<file path="src/rtl/ddr_refresh_sched.sv">
// Periodic DDR auto-refresh scheduler: times tREFI, tracks owed refreshes with
// bounded postponement and issues PRECHARGE-all followed by AUTO REFRESH bursts.
module ddr_refresh_sched #(
    parameter int unsigned BA_BITS      = 2,
    parameter int unsigned ROW_BITS     = 13,
    parameter int unsigned TREFI_CYC    = 780,
    parameter int unsigned TRP_CYC      = 2,
    parameter int unsigned TRFC_CYC     = 8,
    parameter int unsigned MAX_POSTPONE = 8
) (
    input  logic                core_clk,
    input  logic                core_rst_sync,
    input  logic                init_done,
    input  logic                ref_grant,
    output logic                ref_req,
    output logic                ref_urgent,
    output logic                ref_busy,
    output logic                ref_done,
    output logic                ref_overflow,
    output logic [3:0]          ref_pending,
    output logic                ddr_cs_n,
    output logic                ddr_ras_n,
    output logic                ddr_cas_n,
    output logic                ddr_we_n,
    output logic [BA_BITS-1:0]  ddr_ba,
    output logic [ROW_BITS-1:0] ddr_a
);

    localparam int unsigned IVL_W    = $clog2(TREFI_CYC);
    localparam int unsigned WAIT_MAX = (TRP_CYC > TRFC_CYC) ? TRP_CYC : TRFC_CYC;
    localparam int unsigned WAIT_W   = $clog2(WAIT_MAX + 1);
    localparam logic [3:0]  PEND_MAX = 4'(MAX_POSTPONE);
    localparam logic [3:0]  CMD_NOP  = 4'b0111;
    localparam logic [3:0]  CMD_PRE  = 4'b0010;
    localparam logic [3:0]  CMD_REF  = 4'b0001;

    typedef enum logic [2:0] {
        IDLE,
        PRE,
        PRE_WAIT,
        REF,
        REF_WAIT,
        DONE
    } state_t;

    state_t              state;
    state_t              state_next;
    logic [WAIT_W-1:0]   wait_cnt;
    logic [WAIT_W-1:0]   wait_next;
    logic [IVL_W-1:0]    ivl_cnt;
    logic                init_q;
    logic                wrap;
    logic [3:0]          pending;
    logic [3:0]          pending_next;
    logic [3:0]          cmd;
    logic                a10;

    // Counting starts the cycle after init_done is first sampled, so the first
    // wrap lands TREFI_CYC edges after that sample.
    assign wrap = init_done && init_q && (ivl_cnt == IVL_W'(TREFI_CYC - 1));

    // Saturating increment on wrap, decrement per REFRESH issued.
    always_comb begin
        pending_next = pending;
        if (wrap && (pending != PEND_MAX)) begin
            pending_next = pending_next + 4'd1;
        end
        if ((state == REF) && (pending != 4'd0)) begin
            pending_next = pending_next - 4'd1;
        end
    end

    always_comb begin
        state_next = state;
        wait_next  = wait_cnt;
        case (state)
            IDLE: begin
                if (ref_req && ref_grant) begin
                    state_next = PRE;
                end
            end
            PRE: begin
                state_next = PRE_WAIT;
                wait_next  = '0;
            end
            PRE_WAIT: begin
                if (wait_cnt == WAIT_W'(TRP_CYC - 1)) begin
                    state_next = REF;
                end else begin
                    wait_next = wait_cnt + WAIT_W'(1);
                end
            end
            REF: begin
                state_next = REF_WAIT;
                wait_next  = '0;
            end
            REF_WAIT: begin
                if (wait_cnt == WAIT_W'(TRFC_CYC - 1)) begin
                    state_next = ((pending != 4'd0) && ref_grant) ? REF : DONE;
                end else begin
                    wait_next = wait_cnt + WAIT_W'(1);
                end
            end
            DONE: begin
                state_next = IDLE;
            end
            default: begin
                state_next = IDLE;
            end
        endcase
        if (!init_done) begin
            state_next = IDLE;
            wait_next  = '0;
        end
    end

    always_ff @(posedge core_clk) begin
        if (core_rst_sync) begin
            state        <= IDLE;
            wait_cnt     <= '0;
            ivl_cnt      <= '0;
            init_q       <= 1'b0;
            pending      <= '0;
            ref_overflow <= 1'b0;
            ref_busy     <= 1'b0;
            ref_done     <= 1'b0;
            cmd          <= CMD_NOP;
            a10          <= 1'b0;
        end else begin
            state    <= state_next;
            wait_cnt <= wait_next;
            init_q   <= init_done;
            ref_busy <= (state_next != IDLE);
            ref_done <= (state_next == DONE);
            case (state_next)
                PRE: begin
                    cmd <= CMD_PRE;
                    a10 <= 1'b1;
                end
                REF: begin
                    cmd <= CMD_REF;
                    a10 <= 1'b0;
                end
                default: begin
                    cmd <= CMD_NOP;
                    a10 <= 1'b0;
                end
            endcase
            if (!init_done) begin
                ivl_cnt <= '0;
                pending <= '0;
            end else begin
                pending <= pending_next;
                if (wrap) begin
                    ivl_cnt <= '0;
                end else if (init_q) begin
                    ivl_cnt <= ivl_cnt + IVL_W'(1);
                end
            end
            if (wrap && (pending == PEND_MAX)) begin
                ref_overflow <= 1'b1;
            end
        end
    end

    assign ref_req     = (pending != 4'd0);
    assign ref_urgent  = (pending >= 4'(MAX_POSTPONE - 1));
    assign ref_pending = pending;
    assign {ddr_cs_n, ddr_ras_n, ddr_cas_n, ddr_we_n} = cmd;
    assign ddr_ba      = '0;

    always_comb begin
        ddr_a     = '0;
        ddr_a[10] = a10;
    end

endmodule
</file>
<file path="config.mk">
export PLATFORM = sky130hd
export DESIGN_NAME = ddr_refresh_sched
export DESIGN_NICKNAME = d
export VERILOG_FILES = /design/src/rtl/ddr_refresh_sched.sv
export SDC_FILE = /design/constraint.sdc
export NUM_CORES = 1
export LEC_CHECK = 0
export CORE_ASPECT_RATIO = 0.75
export CORE_MARGIN = 2
export CORE_UTILIZATION = 50
export CTS_BUF_LIST = sky130_fd_sc_hd__clkbuf_4 sky130_fd_sc_hd__clkbuf_8
export CTS_CLUSTER_DIAMETER = 100
export DETAILED_ROUTE_END_ITERATION = 8
export PLACE_DENSITY = 0.85
export SLEW_MARGIN = 40
export SYNTH_ARGS = -nofsm -noshare
export SYNTH_HDL_FRONTEND = slang
export SYNTH_SLANG_ARGS = --single-unit
</file>
<file path="constraint.sdc">
create_clock -name core_clk -period 3.7 [get_ports core_clk]
set_input_delay 0.74 -clock core_clk [delete_from_list [all_inputs] [get_ports core_clk]]
set_output_delay 0.74 -clock core_clk [all_outputs]
set_load 0.01 [all_outputs]
</file>
==> flow_summary.toml <==
[status]
status = "finished, final reports clean"

[clock_tree]
cts_buffers = 5
clock_sinks = 29
cts-root-buf = "clkbuf_8"
cts_hold_buf = 0
cts_tree = "done"
htreeDepth = 2
postCtsSetupBuffers = 0
ctsLongestPathBuffers = 2
clk_pin_slew_ps = 60
clock_latency_ps = 280
cts_resized = 0

[layout]
drive_above_1_share_pct = 9.95
syn_to_final_growth_pct = 14.5
nets = 200
diodes = 0

[grt]
grt_pass1_wl_um = 4450
grt.met3_usage_pct = 5.84
grt_busiest_layer = "met2"
grt_overflow = 0
use_met2_pct = 25.1
grt_antenna_before_repair = 0
gr-usage-all-layers_pct = 17.4
use_met1_pct = 23.6
grt_pass1_vias = 1001
grt_max_degree = 13

[yosys]
synth_top_family_by_area = "simple AND/OR/NAND/NOR gates"
synth_xor_area_share_pct = 9.66
yosysWarningCount = 0
netlist_area_um2 = 1540
ys_ff_latch = 29
synth_seq_area_share_pct = 37.7
synthDistinctLibCells = 45
synth_edf_count = 0
synthAdderAreaFrac_pct = 4.87
async_flop_share_pct = 0
syn_inst = 173
synth.area.top_cells = "dfxtp_1 38%, buf_4 7.8%, nor2_1 6.1%"
yosysTopAreaCellShare_pct = 37.7
syn_area_per_cell_um2 = 8.91
synth_top_area_cell = "dfxtp_1"
synth-simple-area-share_pct = 25.3
synthFlopType = "dfxtp_1"
synth-compound-area-share_pct = 7.95
synthMuxAreaShare_pct = 3.17

[sta]
timing.final.ws_setup_ps = 892
slew_headroom_pct = 65.9
setup_tns_ps = 0
worstMarginPinSlew_ps = 506
hold_violations = 0
max_freq_mhz = 356
rsz0062_at_grt = "no"
finalSetupViolCount = 0
fin_worst_skew_ps = 4.15
period_needed_ps = 2810
timing.hold.ws_ps = 486
final_max_slew_viol_count = 0
fin_crit_sh_pct = 75.9

[hold_path]
hp-class = "reg -> reg"
hold_depth = 2
hold_end = "ref_overflow$_SDFFE_PP0P_"
holdCritStartpoint = "ref_overflow$_SDFFE_PP0P_"

[critical_path]
cp_cell_sequence = "inv_1 -> ha_1 -> nor3b_1 -> inv_1 -> clkdlybuf4s50_1"
worst_r2r_endpoint = "ref_done$_SDFF_PP0_"
rrSetupSlack_ps = 1730
timing.rr.start = "ref_pending[0]$_SDFF_PP0_"
cpPeakStageDelay_ps = 510
cp.arrival_ps = 2070
r2r_cells = 8
critPathKind = "reg -> out"
crit_fanout = 5
slowest_stage = "clkdlybuf4s50_1"
critical_path.endpoint_type = "output pin"
crit_top_cell = "inv_1"
start_kind = "flop"
cp.required_ps = 2960

[drt]
ant_nets = 0
drtPass1Iterations = 4
drt_iter0_markers = 60
wl_per_cell_um = 11.6
via_per_inst = 4.93
num_vias = 1130
drc_errors = 0
wl_um = 2660

[pwr]
leakage_uw = 0.000703
ir_drop_uv = 262
power_density_nw_per_um2 = 350

[floorplanning]
die_height_um = 52.1
die_w_um = 68.1
initial_core_util_pct = 52.5
row_count = 17
io_pins = 32
core_um2 = 2940
die_area_um2 = 3550

[job]
drv_cap = 0

[placement]
post-dp-hpwl_um = 1980
port_buffers = 16
gp_congestion = 0.817
dp_slack_ps = 1090
## worst max-delay path: cells and delay by family, from the launching register on
family | cells | cell delay (ps)
buffers and inverters | 3 | 790
adders and majority gates | 1 | 200
DFF | 1 | 350
and+or+nand+nor | 1 | 450
## state kept, by name, summed over array words and instances (netlist names)
| signal | count |
|---|---|
| ref_done | 1 |
| wait_cnt | 4 |
| ref_pending | 4 |
| ref_busy | 1 |
| state | 3 |
| cmd | 3 |
| ref_overflow | 1 |
| init_q | 1 |
| ivl_cnt | 10 |
| a10 | 1 |
## synth_stat cells, types with 3 or more instances
| master | count |
|---|---|
| a21oi_1 | 4 |
| buf_4 | 16 |
| a31oi_1 | 4 |
| and3_1 | 5 |
| nor2_1 | 25 |
| ha_1 | 6 |
| o21ai_0 | 3 |
| nand2_1 | 8 |
| nand4_1 | 4 |
| dfxtp_1 | 29 |
| xor2_1 | 7 |
| inv_1 | 9 |
| xnor2_1 | 10 |
| nand3_1 | 6 |
## power breakdown
group | leakage [µW] | internal [µW] | switching (µW)
registers | 0.000234 | 313 | 1.25
clock network | 0.0000542 | 168 | 117
logic | 0.000415 | 5.51 | 13.6
total | 0.000703 | 487 | 132
## logic make-up (layout without fill, tap and decap cells)
logic type,count (synthesis),in the layout
other,1,15
AND/OR/NAND/NOR,68,68
multiplexers,4,4
XOR/XNOR,17,17
adder cells (fa/ha/maj),6,6
buffers and inverters,29,33
AO/OA/AOI/OAI,19,19
flip-flops,29,29
## area by class of cell
class	count	area, µm²
inverters	9	33.8
multi-input cells	129	842
fillers	264	1170
clock buffers	7	96.3
clock inverters	1	5.00
flip-flops and latches	29	581
repair buffers	16	160
well taps	38	47.5
## worst max path at each step
stage	start	to	slack, ps	cells past startpoint
after floorplan	init_done	ref_pending[1]$_SDFF_PP0_	1800	5
after global placement	init_done	ref_pending[1]$_SDFF_PP0_	1170	6
after detailed placement	init_done	ref_pending[2]$_SDFF_PP0_	1090	8
after CTS	ref_pending[0]$_SDFF_PP0_	ref_req	890	5
after global routing	ref_pending[0]$_SDFF_PP0_	ref_req	730	5
final	ref_pending[0]$_SDFF_PP0_	ref_req	890	5
## through the flow
stage | std cells | cell area (µm²) | total power [µW] | util (%)
after detailed placement | 221 | 1660 | 340 | 56.7
after global routing | 229 | 1770 | 645 | 60.1
after global placement | 221 | 1660 | 340 | 56.7
final | 229 | 1770 | 618 | 60.1
after floorplan | 187 | 1590 | 346 | -
after CTS | 229 | 1770 | 627 | 60.1
## layer usage
layer / share of wire (%) / up-vias
met4: 0.53 / 0
met2: 42 / 23
met5: 0 / -
li1: - / 587
met3: 5.2 / 2
met1: 52 / 518
## layout by cell type, fill, tap and decap left out, types with 2 or more instances in the layout
cell type        instances
nor2_1                  25
nand3_1                  6
a21o_1                   2
o21ai_0                  3
xor2_1                   7
a31oi_1                  4
conb_1                  15
and3_1                   5
nand4_1                  4
nand2_1                  8
ha_1                     6
a21oi_1                  4
clkdlybuf4s50_1         16
clkbuf_8                 7
xnor2_1                 10
o21ai_2                  2
nor4_1                   2
dfxtp_1                 29
inv_1                    9
mux2i_1                  2
nand3b_1                 2
No activity file was read; power rests on OpenSTA's default activity.
==> RTL edit 1, RTL diff (same settings) <==
Re-encode `state_t` (6 states) as one-hot, 6 bits wide.
--- a/src/rtl/ddr_refresh_sched.sv
+++ b/src/rtl/ddr_refresh_sched.sv
@@ -35,11 +35,11 @@
     localparam logic [3:0]  CMD_REF  = 4'b0001;
 
-    typedef enum logic [2:0] {
-        IDLE,
-        PRE,
-        PRE_WAIT,
-        REF,
-        REF_WAIT,
-        DONE
+    typedef enum logic [5:0] {
+        IDLE     = 6'b000001,
+        PRE      = 6'b000010,
+        PRE_WAIT = 6'b000100,
+        REF      = 6'b001000,
+        REF_WAIT = 6'b010000,
+        DONE     = 6'b100000
     } state_t;
 
Formal check against the unedited RTL: no difference found for any inputs over 10 cycles, from zero or initial values and one cycle with core_rst_sync high; not proved beyond that.
==> RTL edit 1 against the original RTL <==
- via count is 18% higher
- power grew 14%
- final cell count grew 7.4%
- global-route usage grew 0.065 points
- sequential cell count rose by 3
- setup slack got worse by 74 ps
- routed wire length grew 20%
- die area grew 8.3%
- final area is 7.8% higher
- area after synthesis is 8.9% higher
- register-to-register slack lost 410 ps
- critical path type is now input pin to flip-flop
- highest routed layer unchanged
==> RTL edit 1: results (changes against the original RTL) <==
Total GRT Usage -> 0.174 (about the same)
Status -> completed (unchanged)
Area contributors post-synth -> dfxtp_1 38%, buf_4 7.2%, xnor2_1 5.2% (was dfxtp_1 38%, buf_4 7.8%, nor2_1 6.1%)
Peak VDD IR -> 0.247 mV (was 0.262 mV)
Vias in the first global route -> 1120 (was 1001)
Storage element area -> 641 µm² (was 581 µm²)
Worst endpoint data arrival time -> 3070 ps (was 2070 ps)
Filler cells -> 293 (was 264)
Logic inverters -> 11 (was 9)
Vias per cell -> 5.44 (was 4.93)
FFs & Latches -> 32 (was 29)
Multi-input gates -> 139 (was 129)
Area of the core -> 0.00324 mm² (was 0.00294 mm²)
Pint -> 0.558 mW (was 0.487 mW)
Clock Skew -> 5.45 ps (was 4.15 ps)
Placement Cell Area -> 0.00179 mm² (was 0.00166 mm²)
Flop pwr share -> 0.494 (was 0.509)
M1 wire length -> 1560 µm (was 1380 µm)
CP Launch Point -> init_done (was ref_pending[0])
Final #Nets -> 215 (was 200)
Sw frac -> 0.205 (was 0.213)
R2r setup slk -> 1320 ps (was 1730 ps)
Global-route wire length before repair -> 5020 µm (was 4450 µm)
Slowest cell delay on critical path -> 560 ps (was 510 ps)
Per-cell routed wire length -> 13.0 µm (was 11.6 µm)
Share of cells above drive strength 1 -> 0.0728 (was 0.0995)
Unique cell type count in the Yosys netlist -> 46 (was 45)
Util after Layout -> 0.587 (was 0.601)
Crit Path Class -> input pin to flip-flop (was flip-flop to primary output)
ClkCell Share -> 0.0585 (was 0.0574)
RR Endpoint -> ref_pending[1] (was ref_done)
Slowest cell on crit path -> nor4bb_1 (was clkdlybuf4s50_1)
Pleak -> 0.703 nW (about the same)
Register-to-Register Path Depth -> 7 (was 8)
Largest delay share family, worst path -> simple AND/OR/NAND/NOR gates (was buffers and inverters)
Fin crit share -> 0.779 (was 0.759)
## RTL edit 1: cells by family after synthesis
family | share of synthesized area
AO/OA/AOI/OAI | 0.0917
XOR/XNOR | 0.0782
adder cells (fa/ha/maj) | 0.0447
buffers and inverters | 0.118
flip-flops | 0.382
multiplexers | 0.0246
other | 0.00223
AND/OR/NAND/NOR | 0.259
## RTL edit 1: worst min path at each step
stage                      start  slack [ps]            to
floorplan            wait_cnt[3]         450   wait_cnt[3]
global placement    ref_overflow         470  ref_overflow
detailed placement  ref_overflow         460  ref_overflow
CTS                 ref_overflow         480  ref_overflow
global route        ref_overflow         490  ref_overflow
finish              ref_overflow         470  ref_overflow
## RTL edit 1: layer usage
metal | up-vias | track usage
li1 | 661 | -
met1 | 639 | 0.230
met2 | 37 | 0.255
met3 | 2 | 0.0787
met4 | 0 | 0.0535
met5 | - | 0
==> RTL edit 2, RTL diff (same settings) <==
Made on the original files. Set the parameter `TRP_CYC` to 4 (it was 2).
--- a/src/rtl/ddr_refresh_sched.sv
+++ b/src/rtl/ddr_refresh_sched.sv
@@ -5,5 +5,5 @@
     parameter int unsigned ROW_BITS     = 13,
     parameter int unsigned TREFI_CYC    = 780,
-    parameter int unsigned TRP_CYC      = 2,
+    parameter int unsigned TRP_CYC      = 4,
     parameter int unsigned TRFC_CYC     = 8,
     parameter int unsigned MAX_POSTPONE = 8
Function: no difference found for any inputs over 10 cycles, from zero or initial values and one cycle with core_rst_sync high; that may be too few to reach the edited logic, so the function may still have changed.
==> RTL edit 2 against the original RTL <==
- final area is 1.3% lower
- via count unchanged
- setup slack got worse by 88 ps
- non-clock buffer count unchanged
- power rose by 9.6%
- first-iteration DRC count is 22% lower
- area after synthesis decreased by 2.6%
- core utilization grew 0.063 points
- routed wire length up 0.30%
- sequential cell count stayed put
- maximum frequency decreased by 3.0%
- critical endpoint unchanged
==> RTL edit 2: results (changes against the original RTL) <==
First-pass detailed-route iteration total -> 6 (was 4)
Per-cell routed wire length -> 11.7 µm (was 11.6 µm)
RR Endpoint -> cmd[1] (was ref_done)
Util after Layout -> 0.602 (was 0.601)
Register area share after synthesis -> 0.387 (was 0.377)
Register-to-Register Path Depth -> 6 (was 8)
R2r setup slk -> 1560 ps (was 1730 ps)
Unique cell type count in the Yosys netlist -> 39 (was 45)
Top cells by count, synth -> 29 x dfxtp_1, 26 x nor2_1, 17 x buf_4 (was 29 x dfxtp_1, 25 x nor2_1, 16 x buf_4)
1st-iter DRT viols -> 47 (was 60)
Status -> completed (unchanged)
Total GRT Usage -> 0.183 (was 0.174)
Peak VDD IR -> 0.215 mV (was 0.262 mV)
Min Hold Slack -> 481 ps (was 486 ps)
Filler cells -> 259 (was 264)
DPL Wire Length -> 1940 µm (was 1980 µm)
Area contributors post-synth -> dfxtp_1 39%, buf_4 8.5%, nor2_1 6.5% (was dfxtp_1 38%, buf_4 7.8%, nor2_1 6.1%)
Vias per cell -> 4.96 (was 4.93)
Post-detailed-routing wire length -> 2670 µm (was 2660 µm)
Gp weighted congestion -> 0.834 (was 0.817)
Global-route wire length before repair -> 4680 µm (was 4450 µm)
Final #Nets -> 198 (was 200)
Clock Skew -> 6.11 ps (was 4.15 ps)
Mapped Cells -> 172 (was 173)
Headroom to the max-slew limit -> 0.575 (was 0.659)
Share of cells above drive strength 1 -> 0.0737 (was 0.0995)
DP Cell Count -> 220 (was 221)
Pre-CTS WS -> 1040 ps (was 1090 ps)
Placement Cell Area -> 0.00162 mm² (was 0.00166 mm²)
==> RTL edit 2: cells by family after synthesis <==
| family | count (synthesis) | share of synthesized area |
|---|---|---|
| simple gates | 74 | 0.263 |
| flops | 29 | 0.387 |
| buf+inv | 26 | 0.108 |
| xor+xnor | 18 | 0.105 |
| compound gates | 15 | 0.0650 |
| fa+ha+maj | 5 | 0.0417 |
| mux | 4 | 0.0275 |
| other cells | 1 | 0.00250 |
==> RTL edit 2: power breakdown <==
| group | switching [mW] | total, mW | internal (mW) |
|---|---|---|---|
| logic | 0.0129 | 0.0180 | 0.00502 |
| registers | 0.00134 | 0.315 | 0.313 |
| clock network | 0.118 | 0.345 | 0.227 |
==> RTL edit 2: critical path, cell delays in order, from the launching register on <==
cell and delay, ps:
dfxtp_1 360, inv_1 130, ha_1 200, nor3b_1 550, inv_1 130, clkdlybuf4s50_1 510
==> RTL edit 2: final cells by class <==
cell class | instances | share of cell area
clock buffers | 7 | 0.0517
clock inverters | 1 | 0.0172
inverters | 6 | 0.0129
multi-input cells | 131 | 0.466
flip-flops and latches | 29 | 0.333
well taps | 38 | 0.0273
repair buffers | 16 | 0.0920
==> RTL edit 2: worst max-delay path by stage <==
| stage | from | to | slack [ps] | cells after the start |
|---|---|---|---|---|
| floorplan | init_done | ref_pending[2] | 1770 | 7 |
| global placement | init_done | ref_pending[2] | 1090 | 8 |
| detailed placement | init_done | ref_pending[2] | 1040 | 8 |
| CTS | ref_pending[0] | ref_req | 820 | 5 |
| global route | ref_pending[0] | ref_req | 620 | 5 |
| finish | ref_pending[0] | ref_req | 800 | 5 |
==> RTL edit 2: metal layers <==
layer  part of all wire  global-route usage  vias to the layer above
met2               0.46               0.292                       24
met3              0.044              0.0749                        4
met1               0.48               0.225                      519
met4             0.0083              0.0544                        0
met5                  0                   0                        -
li1                   -                   -                      583
